**src/rtl/bind_stream_mapper_pkg.sv**
```systemverilog
// rtl/bind_stream_mapper_pkg.sv - shared types and constants for the bind stream mapper
//
// Purpose: FSM state encoding and the default hypervector length width used by
// the mapper and by anything that drives its hv_length port.
// Ports:   none (package).

package bind_stream_mapper_pkg;

  localparam int DEFAULT_MAX_HV_LENGTH = 4;

  // Width of a length field able to hold 0..DEFAULT_MAX_HV_LENGTH inclusive.
  localparam int LW = $clog2(DEFAULT_MAX_HV_LENGTH + 1);

  typedef enum logic [2:0] {
    S_IDLE  = 3'd0,
    S_READ  = 3'd1,
    S_LATCH = 3'd2,
    S_SEND  = 3'd3,
    S_WAIT  = 3'd4,
    S_WRITE = 3'd5
  } BindStream_State_t;

endpackage

```
**src/rtl/bind_stream_mapper.sv**
```systemverilog
// rtl/bind_stream_mapper.sv - memory-side operand streamer / result writer for bind kernels
//
// Purpose: for every word offset of a hypervector, reads NUM_OPERANDS operand
// words from single-port memory, streams them to the kernel as one first/last
// framed burst, waits for the kernel result and writes it to the destination.
// Ports:
//   clk, reset_n              clock, asynchronous active-low reset
//   valid, hv_base, hvc,      request from the kernel mapper (operand bases,
//   hv_length                 destination base, words to process)
//   done, error               idle/complete flag, one-cycle reject pulse
//   we_n, address, data_wr,   registered memory port (write enable active-low);
//   data_rd                   read data valid the cycle after address changes
//   k_valid, k_first, k_last, kernel beat stream (combinational from state/op)
//   k_data_in, k_ready
//   k_data_out, k_done        kernel result and result-valid

module bind_stream_mapper
  import bind_stream_mapper_pkg::*;
#(
  parameter int HV_DATA_WIDTH          = 32,
  parameter int HV_ADDRESS_WIDTH       = 20,
  parameter int MAX_HYPERVECTOR_LENGTH = DEFAULT_MAX_HV_LENGTH,
  parameter int NUM_OPERANDS           = 2,
  localparam int LEN_W                 = $clog2(MAX_HYPERVECTOR_LENGTH + 1)
) (
  input  logic                                     clk,
  input  logic                                     reset_n,
  input  logic                                     valid,
  input  logic [NUM_OPERANDS*HV_ADDRESS_WIDTH-1:0] hv_base,
  input  logic [HV_ADDRESS_WIDTH-1:0]              hvc,
  input  logic [LEN_W-1:0]                         hv_length,
  output logic                                     done,
  output logic                                     error,
  output logic                                     we_n,
  output logic [HV_ADDRESS_WIDTH-1:0]              address,
  output logic [HV_DATA_WIDTH-1:0]                 data_wr,
  input  logic [HV_DATA_WIDTH-1:0]                 data_rd,
  output logic                                     k_valid,
  output logic                                     k_first,
  output logic                                     k_last,
  output logic [HV_DATA_WIDTH-1:0]                 k_data_in,
  input  logic [HV_DATA_WIDTH-1:0]                 k_data_out,
  input  logic                                     k_ready,
  input  logic                                     k_done
);

  localparam int AW  = HV_ADDRESS_WIDTH;
  localparam int OPW = (NUM_OPERANDS > 1) ? $clog2(NUM_OPERANDS) : 1;
  localparam logic [OPW-1:0]   OP_LAST = OPW'(NUM_OPERANDS - 1);
  localparam logic [LEN_W-1:0] LEN_MAX = LEN_W'(MAX_HYPERVECTOR_LENGTH);

  BindStream_State_t                 state;
  logic [NUM_OPERANDS-1:0][AW-1:0]   bases;
  logic [AW-1:0]                     hvc_q;
  logic [LEN_W-1:0]                  len_q;
  logic [LEN_W-1:0]                  off;
  logic [OPW-1:0]                    op;
  logic [OPW-1:0]                    op_next;
  logic [AW-1:0]                     off_ext;
  logic [HV_DATA_WIDTH-1:0]          buff;
  logic                              len_ok;

  assign len_ok  = (hv_length != '0) && (hv_length <= LEN_MAX);
  assign op_next = op + 1'b1;
  assign off_ext = AW'(off);

  // Registered datapath and FSM. Address sums deliberately drop the carry so
  // a base near all-ones wraps around to the bottom of memory.
  always_ff @(posedge clk or negedge reset_n) begin
    if (!reset_n) begin
      state   <= S_IDLE;
      done    <= 1'b1;
      error   <= 1'b0;
      we_n    <= 1'b1;
      address <= '1;
      data_wr <= '0;
      buff    <= '0;
      off     <= '0;
      op      <= '0;
      bases   <= '0;
      hvc_q   <= '0;
      len_q   <= '0;
    end else begin
      error <= 1'b0;
      case (state)
        S_IDLE: begin
          done <= 1'b1;
          we_n <= 1'b1;
          if (valid && k_ready) begin
            if (len_ok) begin
              bases   <= hv_base;
              hvc_q   <= hvc;
              len_q   <= hv_length;
              done    <= 1'b0;
              off     <= '0;
              op      <= '0;
              address <= hv_base[AW-1:0];
              state   <= S_READ;
            end else begin
              error <= 1'b1;
            end
          end
        end
        S_READ:  state <= S_LATCH;
        S_LATCH: begin
          buff  <= data_rd;
          state <= S_SEND;
        end
        S_SEND: begin
          if (k_ready) begin
            if (op != OP_LAST) begin
              op      <= op_next;
              address <= bases[op_next] + off_ext;
              state   <= S_READ;
            end else begin
              state <= S_WAIT;
            end
          end
        end
        S_WAIT: begin
          if (k_done) begin
            address <= hvc_q + off_ext;
            data_wr <= k_data_out;
            we_n    <= 1'b0;
            state   <= S_WRITE;
          end
        end
        S_WRITE: begin
          we_n <= 1'b1;
          if (off == len_q - 1'b1) begin
            done  <= 1'b1;
            state <= S_IDLE;
          end else begin
            off     <= off + 1'b1;
            op      <= '0;
            address <= bases[0] + off_ext + 1'b1;
            state   <= S_READ;
          end
        end
        default: state <= S_IDLE;
      endcase
    end
  end

  // Beat framing is purely a function of state and operand index, so a
  // stalled beat keeps the same valid/first/last/data until accepted.
  assign k_valid   = (state == S_SEND);
  assign k_first   = k_valid && (op == '0);
  assign k_last    = k_valid && (op == OP_LAST);
  assign k_data_in = buff;

endmodule

```
**config.mk**
```make
export PLATFORM = sky130hd
export DESIGN_NAME = bind_stream_mapper
export DESIGN_NICKNAME = d
export VERILOG_FILES = /design/src/rtl/bind_stream_mapper_pkg.sv /design/src/rtl/bind_stream_mapper.sv
export SDC_FILE = /design/constraint.sdc
export NUM_CORES = 1
export LEC_CHECK = 0
export ABC_AREA = 1
export CAP_MARGIN = 20
export CELL_PAD_IN_SITES_DETAIL_PLACEMENT = 0
export CELL_PAD_IN_SITES_GLOBAL_PLACEMENT = 2
export CORE_MARGIN = 1
export CORE_UTILIZATION = 27
export DETAILED_ROUTE_END_ITERATION = 12
export HOLD_SLACK_MARGIN = 0.02
export PLACE_DENSITY = 0.81
export SYNTH_ARGS = -nofsm -noshare
export SYNTH_HDL_FRONTEND = slang
export SYNTH_SLANG_ARGS = --single-unit
```
**constraint.sdc**
```tcl
create_clock -name clk -period 2.8 [get_ports clk]
set_input_delay 0.84 -clock clk [delete_from_list [all_inputs] [get_ports clk]]
set_output_delay 0.84 -clock clk [all_outputs]
set_load 0.02 [all_outputs]
```
==> summary by stage <==
Floorplan
In this run the core area contains 63 standard-cell rows. The y dimension of the die is 177 um. The starting density of the core is between 20% and 30%. The floorplan step defined a die boundary enclosing 31,200 um^2.

During I/O placement, the number of pins put on the boundary was 222. From left edge to right edge, the die measures ~180 um. After floorplanning, the core was sized to cover 29,800 um^2.

STA
In this run the tightest slew margin relative to its limit is 40.4%. The final critical delay including setup and external delays is ~2600 ps. The final count of pins violating max slew is 0. The largest clock skew in the final design is 14.5 ps.

The number of hold-slack violations in the final timing report is 0. Static timing analysis puts the maximum clock frequency at around 0.39 GHz. Dividing the final minimum period by the clock period gives 92.8%. Setup violations remaining at the end of the flow were counted as 0. The actual transition at the worst max-transition pin is 894 ps. The summed negative setup slack over all endpoints is 0 ps.

Global route
Across every metal layer, demand over resource in global routing totals 18.0%. The wire length of the first global-routing pass is between 40 and 50 mm. The initial antenna violation count is 0. The global-route met3 utilization is 5.68%. The pin count of the biggest net entering global routing is 56.

After global routing the overflow that remains totals 0. The met1 layer usage reported by global route is 22.2%. For this run, global-route usage on met2 was measured as 29.7%. The most utilized layer in the global route result is met2. The number of global-route vias before repair came to 8,087.

Clocking
The count of hold buffers inserted by post-cts repair is 0. The tree is rooted in a clkbuf_16. The clock net in this run drives a total of ~160 sinks.

The number of buffers added for setup after CTS is 0. TritonCTS built the clock tree. The number of buffers created by CTS is 17. Clock-pin slew was measured on the worst setup and hold paths at roughly 80 ps. For the worst-skew pair, the clock arrives at the later sink with an insertion delay of between 400 and 500 ps.

The deepest level of the CTS H-tree is 4. The maximum clock path buffer count is 2.

Routing
The first-pass detailed-route iteration total is 5. The number of nets still failing antenna checks after routing is 0. Summing over every cut layer, the via total after detailed routing is between 7,000 and 8,000. The detailed router's first-iteration violation count is roughly 340. Dividing the detail-routed wire length by the instance count gives 15.2 um. The post-detailed-routing wire length is 26.6 mm. In the routed layout, each cell is associated on average with a via count of 4.39. For this run, design rule violations remaining after detail routing come to 0.

Logic synthesis
The biggest area contributor in the post-synthesis netlist is dfrtp_1. The Yosys warning count is 0. After synthesis the netlist holds a flip-flop and latch count of roughly 160.

The sequential share of the synthesized area is 48.1%. For this run, the leading register cell type out of synthesis is dfrtp_1. The synthesized design contains 0 enable-type register cells.

A synthesized cell averages approximately 7.3 um^2. The count of mapped cells out of synthesis is roughly 1,100. The cell with the most instances after synthesis is nand2_1.

The net count after synthesis is 1,261. In this run the cell area of the synthesized design comes to 8220 um^2. The top cell type by area accounts for 41.1% of the synthesized area. Yosys attributes the largest share of cell area to dfrtp_1 41%, nand2_1 26%, dfstp_2 7.0%. The netlist uses 45 different library cells. For this run, asynchronously set or reset flops after synthesis account for 100%. In the synthesized netlist, the cells that appear most often are 559 x nand2_1, 135 x dfrtp_1, 74 x nand3_1, 72 x inv_1, 56 x nor2_1.

Worst setup path
The launch point of the worst reg-to-reg path is state[1]. The critical path starts at state[0]. The slack of the worst reg-to-reg path is approximately 240 ps. The type of origin of the critical path is a register. At the worst endpoint, the arrival time is 1760 ps.

The data required time at the worst endpoint is 1960 ps. The worst setup path is captured at an output port. The maximum fanout along the worst path is 6. The critical path class is reg -> out.

Final layout
The fraction of layout instances using a drive strength above 1 is 9.84%. The area overhead of the layout relative to synthesis is 41.3%. The number of inserted diodes is 0. The final cell utilization of the core is 39.0%.

After filler insertion, the fill cell instance count of the layout stands at 3,172. The final layout contains approximately 1,500 nets.

Placement
The post-detailed-placement half-perimeter wirelength is 19.9 mm. The final weighted congestion of routability-driven global placement is 0.816. Buffers placed on the I/O ports in this run total 221.

Hold path
The classification of the worst-slack hold path is in -> async.

Status
The flow ran to the end, and the final reports show no timing, DRC or antenna violations.

Power and ir drop
In this run the power density over the cells is 1120 nW/um^2. For this design the static power due to leakage is 5.70 nW. The worst ir drop on vdd is 523 uV.

Flow run
Max-cap violations in this run came to 0.
==> worst paths after layout <==
kind	to	cells past startpoint
setup / recovery	k_first	4
hold / removal	bases[33]	1
setup reg to reg	address[8]	17
hold reg to reg	address[8]	2
max in group asynchronous	k_data_in[23]	2
min in group clk	address[8]	2
==> power breakdown <==
part | leakage, nW | internal (mW) | total [mW] | switching, mW
combinational | 3.50 | 2.65 | 6.46 | 3.80
sequential | 1.92 | 3.47 | 4.22 | 0.753
clock | 0.274 | 1.19 | 2.33 | 1.13
total | 5.70 | 7.32 | 13.0 | 5.69
==> layer usage <==
layer / vias to the layer above / wire, um
met3: 30 / 1830
met2: 199 / 12500
met5: - / 0
met1: 3525 / 11800
li1: 3945 / -
met4: 0 / 514
==> state kept, by name, indices dropped and copies added, names as in the netlist, 3 cells and up <==
signal,flops
data_wr,32
len_q,3
hvc_q,20
bases,40
state,3
k_data_in,32
address,20
off,3
==> final cells by class <==
type / count / area [um^2] / area share (%)
flip-flops and latches: 157 / 3960 / 34.1
multi-input cells: 837 / 3740 / 32.2
repair buffers: 255 / 2550 / 21.9
well taps: 390 / 488 / 4.20
clock buffers: 18 / 429 / 3.69
inverters: 81 / 307 / 2.64
clock inverters: 14 / 151 / 1.30
==> cell families after synthesis <==
group           after synthesis  share of synthesized area (%)
simple gates                734                           36.4
buf+inv                     125                           6.65
flops                       157                           48.1
compound gates               85                           6.33
xor+xnor                      8                          0.852
fa+ha+maj                    10                           1.70
==> cell usage in the layout (no fill, tap or decap), drive strengths merged <==
cell type      count
xor2               5
nand4             10
nor3               8
clkinv             3
ha                 8
dlygate4sd2        3
buf               35
nor2              67
fa                 2
clkbuf            18
a211oi             1
a21boi             7
xnor2              3
or2                4
dfrtp            135
o21ai             47
nand3             77
a221oi             1
a32o               1
nand3b             2
o21bai             2
a21oi             16
nand2            566
dfstp             22
inv               89
o211ai             2
a2bb2oi            1
o21a               3
clkdlybuf4s50    217
clkinvlp           3
a31oi              3
a22oi              1
==> critical path, stage by stage (launching register included) <==
cell and delay [ps]:
dfrtp_1 400, buf_4 180, nand3_2 160, nor2_1 180, dlygate4sd2_1 390
==> timing repair <==
| item | 4_1_cts | 5_1_grt |
|---|---|---|
| setup endpoints to repair | 3 | 5 |
| gates cloned | 0 | 0 |
| resized for setup | 3 | 5 |
| pin swaps | 0 | 0 |
==> per-stage QoR <==
step / instance area (um^2) / total power, mW / cells / setup WS, ps / hold WS (ps)
after floorplan: 8220 / 8.09 / 1119 / 276 / 442
after global placement: 11000 / 10.7 / 1719 / 92.7 / 451
after detailed placement: 11000 / 10.8 / 1719 / 78.3 / 456
after CTS: 11600 / 13.2 / 1751 / 78.9 / 251
after global routing: 11600 / 14.2 / 1752 / -1.21 / 257
final: 11600 / 13.0 / 1752 / 203 / 261
Power figures use the tool's default switching activity.
